`config.mk`:
```
export PLATFORM = sky130hd
export DESIGN_NAME = xif_issue_queue
export DESIGN_NICKNAME = d
export VERILOG_FILES = /design/src/rtl/xif_copro_pkg.sv /design/src/rtl/xif_id_match.sv /design/src/rtl/xif_issue_queue.sv
export SDC_FILE = /design/constraint.sdc
export NUM_CORES = 1
export LEC_CHECK = 0
export BUFFER_PORTS_ARGS = -buffer_cell sky130_fd_sc_hd__buf_2
export CAP_MARGIN = 5
export CORE_ASPECT_RATIO = 0.6
export CORE_MARGIN = 1
export CORE_UTILIZATION = 39
export DETAILED_ROUTE_END_ITERATION = 10
export GPL_TIMING_DRIVEN = 0
export PLACE_DENSITY = 0.61
export SLEW_MARGIN = 20
export SYNTH_ARGS = -nofsm -noshare
export SYNTH_HDL_FRONTEND = slang
export SYNTH_SLANG_ARGS = --single-unit
```
`constraint.sdc`:
```
create_clock -name clk_i -period 14.35 [get_ports clk_i]
set_input_delay 2.87 -clock clk_i [delete_from_list [all_inputs] [get_ports clk_i]]
set_output_delay 2.87 -clock clk_i [all_outputs]
set_load 0.02 [all_outputs]
```
`src/rtl/xif_copro_pkg.sv`:
```
// xif_copro_pkg: shared coprocessor types and operand limits for the XIF issue queue
package xif_copro_pkg;
  localparam int RS_WIDTH_DEF = 32;
  localparam int NUM_RS_MIN = 2;
  localparam int NUM_RS_MAX = 3;
  typedef struct packed {
    logic [31:0] instr;
    logic        committed;
    logic        killed;
  } entry_t;
endpackage

```
`src/rtl/xif_id_match.sv`:
```
// xif_id_match: per-entry ID comparator returning a hit vector over live entries
module xif_id_match #(
  parameter int DEPTH = 4,
  parameter int ID_WIDTH = 4
) (
  input  logic [DEPTH*ID_WIDTH-1:0] ids_i,
  input  logic [DEPTH-1:0]          valid_i,
  input  logic [ID_WIDTH-1:0]       id_i,
  output logic [DEPTH-1:0]          hit_o
);
  for (genvar i = 0; i < DEPTH; i++) begin : g_cmp
    assign hit_o[i] = valid_i[i] && (ids_i[i*ID_WIDTH +: ID_WIDTH] == id_i);
  end
endmodule

```
`src/rtl/xif_issue_queue.sv`:
```
// xif_issue_queue: in-order circular issue buffer holding XIF instructions until commit/kill
module xif_issue_queue
  import xif_copro_pkg::*;
#(
  parameter int DEPTH = 4,
  parameter int ID_WIDTH = 4,
  parameter int NUM_RS = 2,
  parameter int RS_WIDTH = RS_WIDTH_DEF,
  parameter int COMMIT_BYPASS = 1
) (
  input  logic                       clk_i,
  input  logic                       rst_i,
  input  logic                       issue_valid_i,
  output logic                       issue_ready_o,
  input  logic [31:0]                issue_instr_i,
  input  logic [ID_WIDTH-1:0]        issue_id_i,
  input  logic [NUM_RS*RS_WIDTH-1:0] issue_rs_i,
  input  logic                       commit_valid_i,
  input  logic [ID_WIDTH-1:0]        commit_id_i,
  input  logic                       commit_kill_i,
  output logic                       out_valid_o,
  input  logic                       out_ready_i,
  output logic [31:0]                out_instr_o,
  output logic [ID_WIDTH-1:0]        out_id_o,
  output logic [NUM_RS*RS_WIDTH-1:0] out_rs_o,
  output logic [$clog2(DEPTH):0]     occupancy_o
);
  localparam int PW = $clog2(DEPTH);
  entry_t                     r_ent [DEPTH];
  logic [ID_WIDTH-1:0]        r_id  [DEPTH];
  logic [NUM_RS*RS_WIDTH-1:0] r_rs  [DEPTH];
  logic [PW-1:0]              r_head, r_tail;
  logic [PW:0]                r_count;
  logic [DEPTH*ID_WIDTH-1:0]  w_ids;
  logic [DEPTH-1:0]           w_live, w_hit;
  logic                       w_head_live, w_push, w_pop, w_byp;
  // an entry is live when its distance from head (mod DEPTH) is below the count
  for (genvar i = 0; i < DEPTH; i++) begin : g_live
    assign w_live[i] = {1'b0, PW'(i) - r_head} < r_count;
    assign w_ids[i*ID_WIDTH +: ID_WIDTH] = r_id[i];
  end
  xif_id_match #(.DEPTH(DEPTH), .ID_WIDTH(ID_WIDTH)) u_match (
    .ids_i  (w_ids),
    .valid_i(w_live),
    .id_i   (commit_id_i),
    .hit_o  (w_hit)
  );
  assign w_head_live   = r_count != '0;
  assign issue_ready_o = r_count != (PW+1)'(DEPTH);
  assign out_valid_o   = w_head_live && r_ent[r_head].committed && !r_ent[r_head].killed;
  assign out_instr_o   = r_ent[r_head].instr;
  assign out_id_o      = r_id[r_head];
  assign out_rs_o      = r_rs[r_head];
  assign occupancy_o   = r_count;
  assign w_push = issue_valid_i && issue_ready_o;
  // pop decision uses registered flags, so a same-cycle commit never alters it
  assign w_pop  = (out_valid_o && out_ready_i) || (w_head_live && r_ent[r_head].killed);
  assign w_byp  = (COMMIT_BYPASS != 0) && commit_valid_i && (commit_id_i == issue_id_i);
  always_ff @(posedge clk_i) begin
    if (rst_i) begin
      r_head  <= '0;
      r_tail  <= '0;
      r_count <= '0;
      for (int i = 0; i < DEPTH; i++) begin
        r_ent[i].committed <= 1'b0;
        r_ent[i].killed    <= 1'b0;
      end
    end else begin
      for (int i = 0; i < DEPTH; i++) begin
        if (commit_valid_i && w_hit[i]) begin
          if (commit_kill_i) r_ent[i].killed <= 1'b1;
          else               r_ent[i].committed <= 1'b1;
        end
      end
      if (w_push) begin
        r_ent[r_tail] <= '{instr: issue_instr_i, committed: w_byp && !commit_kill_i, killed: w_byp && commit_kill_i};
        r_id[r_tail]  <= issue_id_i;
        r_rs[r_tail]  <= issue_rs_i;
        r_tail        <= r_tail + 1'b1;
      end
      if (w_pop) r_head <= r_head + 1'b1;
      r_count <= r_count + (PW+1)'(w_push) - (PW+1)'(w_pop);
    end
  end
endmodule

```
==> results of run 1 <==
==> report_power, final <==
group          switching [mW]  internal (mW)  total, mW  leakage, nW
combinational           0.331          0.236      0.567         2.26
clock                   0.443          0.578       1.02        0.612
sequential             0.0236           1.42       1.44         3.78
==> tightest hold or removal path: cells and delay by family, from the launching register on <==
| kind | cells | cell delay (ns) |
|---|---|---|
| and+or+nand+nor | 1 | 0.06 |
| AOI/OAI and AO/OA | 1 | 0.05 |
| DFF | 1 | 0.34 |
==> final cells by class <==
cell class              count  area (sq um)
diodes                      1         2.502
plain buffers              45         311.5
clock buffers              49          1056
clock inverters            24         187.7
fillers                  3619         22260
inverters                  11         41.29
multi-input cells         342          3954
flip-flops and latches    417         12390
well taps                 570         713.2
repair buffers            211          1101
==> routing by layer <==
| metal | global-route usage, % | up-vias | routed length, um | share of wire [%] |
|---|---|---|---|---|
| li1 | - | 3747 | - | - |
| met3 | 4.897 | 53 | 2561 | 7.3 |
| met2 | 24.79 | 196 | 15700 | 45 |
| met1 | 23.16 | 4210 | 15930 | 46 |
| met4 | 3.409 | 4 | 643 | 1.8 |
| met5 | 0 | - | 27 | 0.077 |
==> cells by family after synthesis <==
kind of cell	count (synthesis)
flip-flops	417
adder cells (fa/ha/maj)	11
multiplexers	102
XOR/XNOR	26
AO/OA/AOI/OAI	23
buffers and inverters	56
AND/OR/NAND/NOR	180
==> worst paths after layout <==
kind	end	slack [ns]	depth (start not counted)	startpoint
max	out_rs_o[7]	8.45	4	register
min	r_tail[1]	0.50	2	r_tail[1]
max reg2reg	occupancy_o[2]	11.80	8	register
min reg2reg	r_tail[1]	0.50	2	r_tail[1]
==> Yosys cell counts (all sizes together) (4+ instances only) <==
library cell / count / share of area [%]
nor2b: 4 / 0.15
nand3: 13 / 0.39
ha: 10 / 0.75
clkbuf: 16 / 0.36
nand2b: 5 / 0.19
and2: 128 / 4.8
buf: 29 / 1.4
a21oi: 4 / 0.12
inv: 11 / 0.25
nor2: 9 / 0.20
mux4: 102 / 14
nand2: 11 / 0.25
xnor2: 23 / 1.2
dfxtp: 13 / 1.6
edfxtp: 404 / 73
==> flip-flops by register name, indices dropped and copies added, names as in the netlist, named ones only <==
register     flops
r_ent          136
r_id            16
r_head           2
occupancy_o      3
r_tail           2
r_rs           256
==> impl_metrics.env, run 1 <==
export IMPL_io_buffers=209
export IMPL_crit_family="buffers and inverters"
export IMPL_viasPerCell=4.916
export IMPL_skew_ns=0.02183
export IMPL_synthFlopType="edfxtp_1"
export IMPL_design_area_sq_um=19760
export IMPL_rows=58
export IMPL_synthSimpleGateAreaFrac_pct=6.532
export IMPL_wl_um=34860
export IMPL_fin_crit_sh_pct=41.13
export IMPL_htree_levels=2
export IMPL_syn2layout_area_growth_pct=18.43
export IMPL_drcViolationCount=0
export IMPL_ctsHoldBuffers=0
export IMPL_start_util_pct=39.71
export IMPL_power_density_nw_per_um2=153.2
export IMPL_synth_compound_area_share_pct=1.162
export IMPL_synth_area_per_cell_sq_um=20.47
export IMPL_die_h_um=162.2
export IMPL_crit_top_cell="clkbuf_1"
export IMPL_syn_area_sq_um=16680
export IMPL_critPathKind="reg2out"
export IMPL_die_area_sq_um=43640
export IMPL_design_core_area_sq_um=42020
export IMPL_cts_setup_buffers=0
export IMPL_synth_fa_ha_area_share_pct=0.8700
export IMPL_drt_iter0_drc=659
export IMPL_drive_gt1_share_pct=36.76
export IMPL_maxCapViolations=0
export IMPL_seq_area_frac_synth_pct=74.28
export IMPL_min_path_type="reg2reg"
export IMPL_synth_top_family_by_area="multiplexers"
export IMPL_clock_latency_ns=0.53
export IMPL_crit_path_max_fanout=10
export IMPL_critPathMaxStageDelay_ns=0.73
export IMPL_fmax_ghz=0.1694
export IMPL_crit_arrival_ns=3.03
export IMPL_status="finished clean"
export IMPL_synth_xor_area_share_pct=1.365
export IMPL_clock_path_buffers=3
export IMPL_fin_total_pwr_mw=3.027
export IMPL_path_buf_inv=3
export IMPL_dr_pass1_iters=4
export IMPL_worst_pin_slew_ns=0.9867
export IMPL_placedCellCount=1596
export IMPL_syn_inst=815
export IMPL_hold_viol=0
export IMPL_yosysWarningCount=0
export IMPL_yosysUniqueCellTypes=41
export IMPL_cts_repair_resized=0
export IMPL_final_common_cell="edfxtp_1"
export IMPL_cts_buffers_inserted=40
export IMPL_worst_slack_ns=8.448
export IMPL_clkTransAtPathRegs_ns=0.06
export IMPL_cp_end_kind="primary output"
export IMPL_setup_tns_final_ns=0
export IMPL_cts_root_buffer_cell="clkbuf_16"
export IMPL_setup_viol_count_final=0
export IMPL_syn_nets=936
export IMPL_ys_ff_latch=417
export IMPL_synth_edf_count=404
export IMPL_place_ws_ns=8.885
export IMPL_cp_cell_sequence="clkbuf_1, clkbuf_1, mux4_2, buf_2"
export IMPL_slowest_stage="clkbuf_1"
export IMPL_whs_ns=0.4994
export IMPL_fin_nets=1189
export IMPL_final_cell_mix="edfxtp_1, buf_2, and2_1, mux4_2, clkbuf_16"
export IMPL_postRouteAntennaNets=0
export IMPL_p_leak_nw=6.660
export IMPL_grt_pass1_vias=8623
export IMPL_dieWidth_um=269.0
export IMPL_antenna_found_initial=5
export IMPL_grt_max_degree=110
export IMPL_ys_async_sr_fraction_pct=0
export IMPL_via_count=8210
export IMPL_critical_path_startpoint_type="register"
export IMPL_grt_usage_pct=16.28
export IMPL_cts_tree="yes"
export IMPL_place_area_sq_um=18510
export IMPL_grt_first_pass_wirelength_um=52970
export IMPL_required_ns=11.48
export IMPL_cts_sinks=417
export IMPL_fin_cells=1670
export IMPL_grt_overflow_total=0
export IMPL_io_pins=215
export IMPL_hpwl_um=21470
export IMPL_wl_per_cell_um=20.87
export IMPL_irDropWorstVdd_v=0.00009390
export IMPL_synth_area_mux_share_pct=13.77
export IMPL_min_period_ns=5.902
export IMPL_gp_congestion=0.7988
export IMPL_rsz0062_at_grt="no"
export IMPL_max_slew_margin_rel_pct=34.22
export IMPL_post_route_util_pct=47.03
export IMPL_finalMaxSlewViolations=0
Power figures use the tool's default switching activity.
==> inputs of run 2 (changes only) <==
--- a/config.mk
+++ b/config.mk
@@ -12,7 +12,7 @@
 export CORE_UTILIZATION = 39
 export DETAILED_ROUTE_END_ITERATION = 10
 export GPL_TIMING_DRIVEN = 0
-export PLACE_DENSITY = 0.61
+export PLACE_DENSITY = 0.63
 export SLEW_MARGIN = 20
 export SYNTH_ARGS = -nofsm -noshare
 export SYNTH_HDL_FRONTEND = slang
==> constraint.sdc (replaced) <==
create_clock -name clk_i -period 5.2 [get_ports clk_i]
set_input_delay 1.04 -clock clk_i [delete_from_list [all_inputs] [get_ports clk_i]]
set_output_delay 1.04 -clock clk_i [all_outputs]
set_load 0.02 [all_outputs]
==> run 2 against run 1 <==
  * Hold slack got worse by 0.012 ns
  * Via count shrank 0.54%
  * Sequential cell count unchanged
  * Clock power increased to 2.8 times the previous value
  * Design area about the same
  * First-iteration DRC count down 7.9%
  * Global-route usage shrank 0.53 points
  * Sequential share of layout area barely moved
  * Register-to-register slack got worse by 9.1 ns
  * Largest power group unchanged
==> impl_metrics.env, run 2 (synthesized netlist as in run 1, its figures left out) <==
export IMPL_p_leak_nw=6.648
export IMPL_htree_levels=2
export IMPL_status="finished clean"
export IMPL_clkTransAtPathRegs_ns=0.06
export IMPL_antenna_cells=0
export IMPL_clock_latency_ns=0.53
export IMPL_wl_um=33900
export IMPL_ctsHoldBuffers=0
export IMPL_design_core_area_sq_um=42020
export IMPL_whs_ns=0.4875
export IMPL_drt_iter0_drc=607
export IMPL_power_density_nw_per_um2=423.8
export IMPL_gp_congestion=0.7827
export IMPL_cts_root_buffer_cell="clkbuf_16"
export IMPL_min_period_ns=4.031
export IMPL_final_cell_mix="edfxtp_1, buf_2, and2_1, mux4_2, clkbuf_16"
export IMPL_fin_crit_sh_pct=77.52
export IMPL_cts_setup_buffers=0
export IMPL_min_path_type="reg2reg"
export IMPL_grt_max_degree=110
export IMPL_postRouteAntennaNets=0
export IMPL_clock_path_buffers=3
export IMPL_wl_per_cell_um=20.37
export IMPL_grt_overflow_total=0
export IMPL_die_area_sq_um=43640
export IMPL_maxCapViolations=0
export IMPL_hpwl_um=20910
export IMPL_p_switching_mw=2.185
export IMPL_rows=58
export IMPL_largest_reg_flops=256
export IMPL_setup_viol_count_final=0
export IMPL_worst_pin_slew_ns=0.9627
export IMPL_cts_sinks=417
export IMPL_crit_arrival_ns=2.99
export IMPL_reg_top3="r_rs: 256 flops, r_ent: 136 flops, r_id: 16 flops"
export IMPL_rsz0062_at_grt="no"
export IMPL_cp_end_kind="primary output"
export IMPL_crit_path_max_fanout=10
export IMPL_drive_gt1_share_pct=37.11
export IMPL_route_met3_wl_um=2306
export IMPL_start_util_pct=39.71
export IMPL_io_pins=215
export IMPL_finalMaxSlewViolations=0
export IMPL_fin_total_pwr_mw=8.381
export IMPL_grt_first_pass_wirelength_um=51470
export IMPL_io_buffers=209
export IMPL_cts_repair_resized=0
export IMPL_fill_cells=3582
export IMPL_regMostFlops="r_rs"
export IMPL_dr_pass1_iters=5
export IMPL_final_common_cell="edfxtp_1"
export IMPL_die_h_um=162.2
export IMPL_dieWidth_um=269.0
export IMPL_cts_buffers_inserted=39
export IMPL_power_frac_clock_pct=34.1
export IMPL_critical_path_startpoint_type="register"
export IMPL_required_ns=4.16
export IMPL_via_count=8166
export IMPL_irDropWorstVdd_v=0.0002979
export IMPL_internal_power_mw=6.196
export IMPL_comb_power_share_pct=18.5
export IMPL_max_slew_margin_rel_pct=35.82
export IMPL_antenna_found_initial=8
export IMPL_seqPwrFrac_pct=47.4
export IMPL_highest_layer="met5"
export IMPL_wl_met1_um=15020
export IMPL_skew_ns=0.02178
export IMPL_grt_pass1_vias=8556
export IMPL_fmax_ghz=0.2481
export IMPL_syn2layout_area_growth_pct=18.52
export IMPL_grt_usage_pct=15.75
export IMPL_swShare_pct=26.07
export IMPL_hold_start="r_ent[3][0]"
export IMPL_fin_nets=1188
export IMPL_drcViolationCount=0
export IMPL_cts_tree="yes"
export IMPL_hold_viol=0
export IMPL_viasPerCell=4.907
export IMPL_wl_met2_um=15930
export IMPL_critPathKind="reg2out"
[run 2: cell count changes in the layout (fill, tap and decap cells not counted)]
cell / before / now
clkbuf_1: 23 / 20
clkinv_2: 7 / 4
bufinv_16: 3 / 4
diode_2: 1 / 0
buf_12: 0 / 1
buf_16: 2 / 1
clkinv_1: 12 / 8
clkinv_8: 0 / 1
clkinvlp_4: 0 / 5
inv_6: 2 / 0
[run 2: worst paths after layout]
| kind | slack (ns) | cells past startpoint | to |
|---|---|---|---|
| max | 1.17 | 4 | out_instr_o[0] |
| min | 0.49 | 2 | r_ent[3][0] |
| min reg2reg | 0.49 | 2 | r_ent[3][0] |
| max reg2reg | 2.69 | 8 | occupancy_o[2] |
[run 2: layer usage]
layer / up-vias / track usage, %
met2: 214 / 25.12
met3: 57 / 4.366
met4: 8 / 3.564
met5: - / 0
li1: 3732 / -
met1: 4155 / 21.55
[run 2: area by class of cell]
type / instances / area [sq um] / area share [%]
sequential: 417 / 12390 / 62.67
multi-input combinational: 342 / 3954 / 19.99
timing repair buffer: 211 / 1094 / 5.530
clock buffer: 46 / 1045 / 5.283
tap: 570 / 713.2 / 3.607
buffer: 45 / 311.5 / 1.576
clock inverter: 22 / 224.0 / 1.133
inverter: 11 / 41.29 / 0.2088
[run 2: through the flow]
step	utilization, %	setup WS [ns]	cell area [sq um]	TNS [ns]	cells
after floorplan	-	0.1503	16680	0	815
after global placement	43.89	-2.574	18440	-275.15	1594
after detailed placement	44.04	1.554	18510	0	1596
after CTS	47.06	0.9507	19770	0	1664
after global routing	47.06	0.8908	19770	0	1664
final	47.06	1.169	19770	0	1664
[run 2: power by group through the flow]
stage	sequential [mW]	combinational, mW	clock, mW
final	3.97	1.55	2.86
after global routing	3.99	1.69	3.05
after CTS	3.97	1.60	2.93
after detailed placement	4.04	1.59	0
after global placement	4.05	1.57	0
after floorplan	4.04	1.07	0
[run 2: critical path, cell delays in order (launching register included)]
cell	delay, ns
dfxtp_1	0.40
clkbuf_1	0.70
buf_2	0.53
mux4_2	0.62
buf_2	0.19
==> inputs of run 3 (changes only) <==
--- a/config.mk
+++ b/config.mk
@@ -5,6 +5,7 @@
 export SDC_FILE = /design/constraint.sdc
 export NUM_CORES = 1
 export LEC_CHECK = 0
+export ABC_AREA = 1
 export BUFFER_PORTS_ARGS = -buffer_cell sky130_fd_sc_hd__buf_2
 export CAP_MARGIN = 5
 export CORE_ASPECT_RATIO = 0.6
@@ -12,7 +13,7 @@
 export CORE_UTILIZATION = 39
 export DETAILED_ROUTE_END_ITERATION = 10
 export GPL_TIMING_DRIVEN = 0
-export PLACE_DENSITY = 0.63
+export PLACE_DENSITY = 0.6
 export SLEW_MARGIN = 20
 export SYNTH_ARGS = -nofsm -noshare
 export SYNTH_HDL_FRONTEND = slang
==> constraint.sdc (replaced) <==
create_clock -name clk_i -period 3.8 [get_ports clk_i]
set_input_delay 0.76 -clock clk_i [delete_from_list [all_inputs] [get_ports clk_i]]
set_output_delay 0.76 -clock clk_i [all_outputs]
set_load 0.02 [all_outputs]
==> run 3 against run 2 <==
  * Synthesized cell count increased by 69%
  * Register-to-register slack worse by 1.5 ns
  * Combinational power rose to 3.6 times the previous value
  * Core utilization is 0.66 points higher
  * Global-route usage rose by 4.0 points
  * Sequential share of layout area down 1.3 points
  * Die area increased by 1.4%
  * Clock power increased by 33%
  * Total power up 77%
  * Hold slack lost 0.050 ns
  * Critical path type unchanged
  * Largest cell class unchanged
  * Largest power group is now combinational logic
  * Highest routed layer is now met4
==> impl_metrics.env, run 3 <==
export IMPL_synth_area_per_cell_sq_um=12.30
export IMPL_design_core_area_sq_um=42310
export IMPL_clock_latency_ns=0.55
export IMPL_seq_area_frac_synth_pct=73.28
export IMPL_crit_arrival_ns=2.83
export IMPL_p_leak_nw=7.434
export IMPL_crit_path_max_fanout=10
export IMPL_grt_usage_pct=19.73
export IMPL_syn_area_sq_um=16910
export IMPL_io_pins=215
export IMPL_reg_top3="r_rs: 256 flops, r_ent: 136 flops, r_id: 16 flops"
export IMPL_power_density_nw_per_um2=735.7
export IMPL_max_slew_margin_rel_pct=57.37
export IMPL_hpwl_um=28410
export IMPL_design_area_sq_um=20190
export IMPL_place_ws_ns=0.6733
export IMPL_cts_buffers_inserted=41
export IMPL_gp_congestion=0.8193
export IMPL_ys_top_cells_by_area="edfxtp_1, nor2_1, o21ai_0, o22ai_1, nand2_1"
export IMPL_grt_max_degree=34
export IMPL_hold_start="issue_rs_i[0]"
export IMPL_ys_async_sr_fraction_pct=0
export IMPL_ys_ff_latch=417
export IMPL_synthDominantCellAreaShare_pct=71.74
export IMPL_grt_overflow_total=0
export IMPL_drcViolationCount=0
export IMPL_largest_reg_flops=256
export IMPL_cts_setup_buffers=0
export IMPL_via_count=11490
export IMPL_viasPerCell=5.109
export IMPL_antenna_found_initial=8
export IMPL_syn_nets=1496
export IMPL_wl_um=43940
export IMPL_critPathKind="reg2out"
export IMPL_io_buffers=212
export IMPL_cts_repair_resized=0
export IMPL_cts_root_buffer_cell="clkbuf_16"
export IMPL_wl_per_cell_um=19.55
export IMPL_fill_cells=3854
export IMPL_dr_pass1_iters=5
export IMPL_syn_inst=1375
export IMPL_critical_path_startpoint_type="register"
export IMPL_status="finished clean"
export IMPL_skew_ns=0.02332
export IMPL_yosysUniqueCellTypes=34
export IMPL_clkTransAtPathRegs_ns=0.06
export IMPL_final_common_cell="edfxtp_1"
export IMPL_fin_crit_sh_pct=94.35
export IMPL_cts_sinks=417
export IMPL_min_period_ns=3.585
export IMPL_hold_viol=0
export IMPL_place_area_sq_um=18960
export IMPL_final_cell_mix="edfxtp_1, nor2_1, buf_2, o21ai_0, o22ai_1"
export IMPL_die_area_sq_um=44230
export IMPL_regMostFlops="r_rs"
export IMPL_drive_gt1_share_pct=19.41
export IMPL_min_path_type="in2reg"
export IMPL_finalMaxSlewViolations=0
export IMPL_htree_levels=2
export IMPL_synthFlopType="edfxtp_1"
export IMPL_rsz0062_at_grt="no"
export IMPL_ctsHoldBuffers=0
export IMPL_drt_iter0_drc=1057
export IMPL_post_route_util_pct=47.72
export IMPL_irDropWorstVdd_v=0.0003836
export IMPL_maxCapViolations=0
export IMPL_synth_top_cell_by_area="edfxtp_1"
export IMPL_fin_nets=1764
export IMPL_dieWidth_um=270.8
export IMPL_worst_slack_ns=0.2148
export IMPL_die_h_um=163.3
export IMPL_worst_pin_slew_ns=0.6395
export IMPL_syn2layout_area_growth_pct=19.38
export IMPL_yosysWarningCount=0
export IMPL_start_util_pct=39.97
export IMPL_fmax_ghz=0.2789
export IMPL_synth_edf_count=404
export IMPL_grt_pass1_vias=11130
export IMPL_cp_end_kind="primary output"
export IMPL_clock_path_buffers=3
export IMPL_required_ns=3.04
export IMPL_cts_tree="yes"
export IMPL_synth_top_cells_by_count="edfxtp_1, nor2_1, o21ai_0, o22ai_1, nand2_1"
export IMPL_rows=58
export IMPL_yosysMostFrequentCell="edfxtp_1"
export IMPL_postRouteAntennaNets=0
export IMPL_grt_first_pass_wirelength_um=65900
export IMPL_setup_viol_count_final=0
==> run 3: cell count changes after synthesis, sizes merged, moves of 5 or more <==
cell,delta
nand2,+66
nor2,+343
and2,-128
o22ai,+101
o21ai,+206
mux4,-102
inv,+64
clkbuf,+34
xnor2,-22
a21oi,+9
nand3,+14
nand2b,-5
==> run 3: final timing paths <==
check,endpoint,slack (ns),cells after the start
max,out_id_o[1],0.21,6
min,r_rs[0][0],0.44,1
max reg2reg,occupancy_o[2],1.16,14
min reg2reg,r_ent[3][0],0.54,4
==> run 3: per-stage QoR <==
stage	total power, mW	setup TNS [ns]	hold WS, ns	cells
2_1_floorplan	9.007	0	0.4903	1375
3_3_place_gp	11.12	-110.97	0.5105	2157
3_5_place_dp	11.21	0	0.5283	2170
4_1_cts	15.01	0	0.4066	2244
5_1_grt	15.66	0	0.4104	2246
6_report	14.85	0	0.4377	2248
==> run 3: cell type report <==
class	count	area (sq um)	area share, %
tap	570	713.2	3.532
clock inverter	17	93.84	0.4648
inverter	76	299.0	1.481
timing repair buffer	225	1329	6.582
sequential	417	12390	61.38
buffer	81	417.9	2.070
clock buffer	57	1129	5.590
antenna	4	10.01	0.04958
multi-input combinational	801	3806	18.85
==> run 3: cells by family after synthesis <==
family | after synthesis | share of synthesized area [%]
AO/OA/AOI/OAI | 325 | 10.42
adder cells (fa/ha/maj) | 11 | 0.8582
AND/OR/NAND/NOR | 461 | 11.02
flip-flops | 417 | 73.28
buffers and inverters | 157 | 4.217
XOR/XNOR | 4 | 0.2072
==> run 3: per-layer routing <==
metal,global-route usage [%],vias up,routed length (um)
met3,3.264,70,2803
met2,31.41,398,20290
met4,5.316,0,1063
li1,-,5438,-
met1,28.04,5580,19780
met5,0,-,0
==> run 3: report_power, final <==
part | leakage (nW) | switching [mW] | internal, mW
Sequential | 3.78 | 0.104 | 5.34
Clock | 0.593 | 1.71 | 2.09
Combinational | 3.06 | 3.99 | 1.63
==> run 3: worst max-delay path, cell delays in order (launching register included) <==
cell and delay [ns]:
dfxtp_1 0.43, inv_2 0.21, buf_2 0.43, clkbuf_1 0.45, o21ai_0 0.14, o22ai_1 0.37
buf_2 0.25
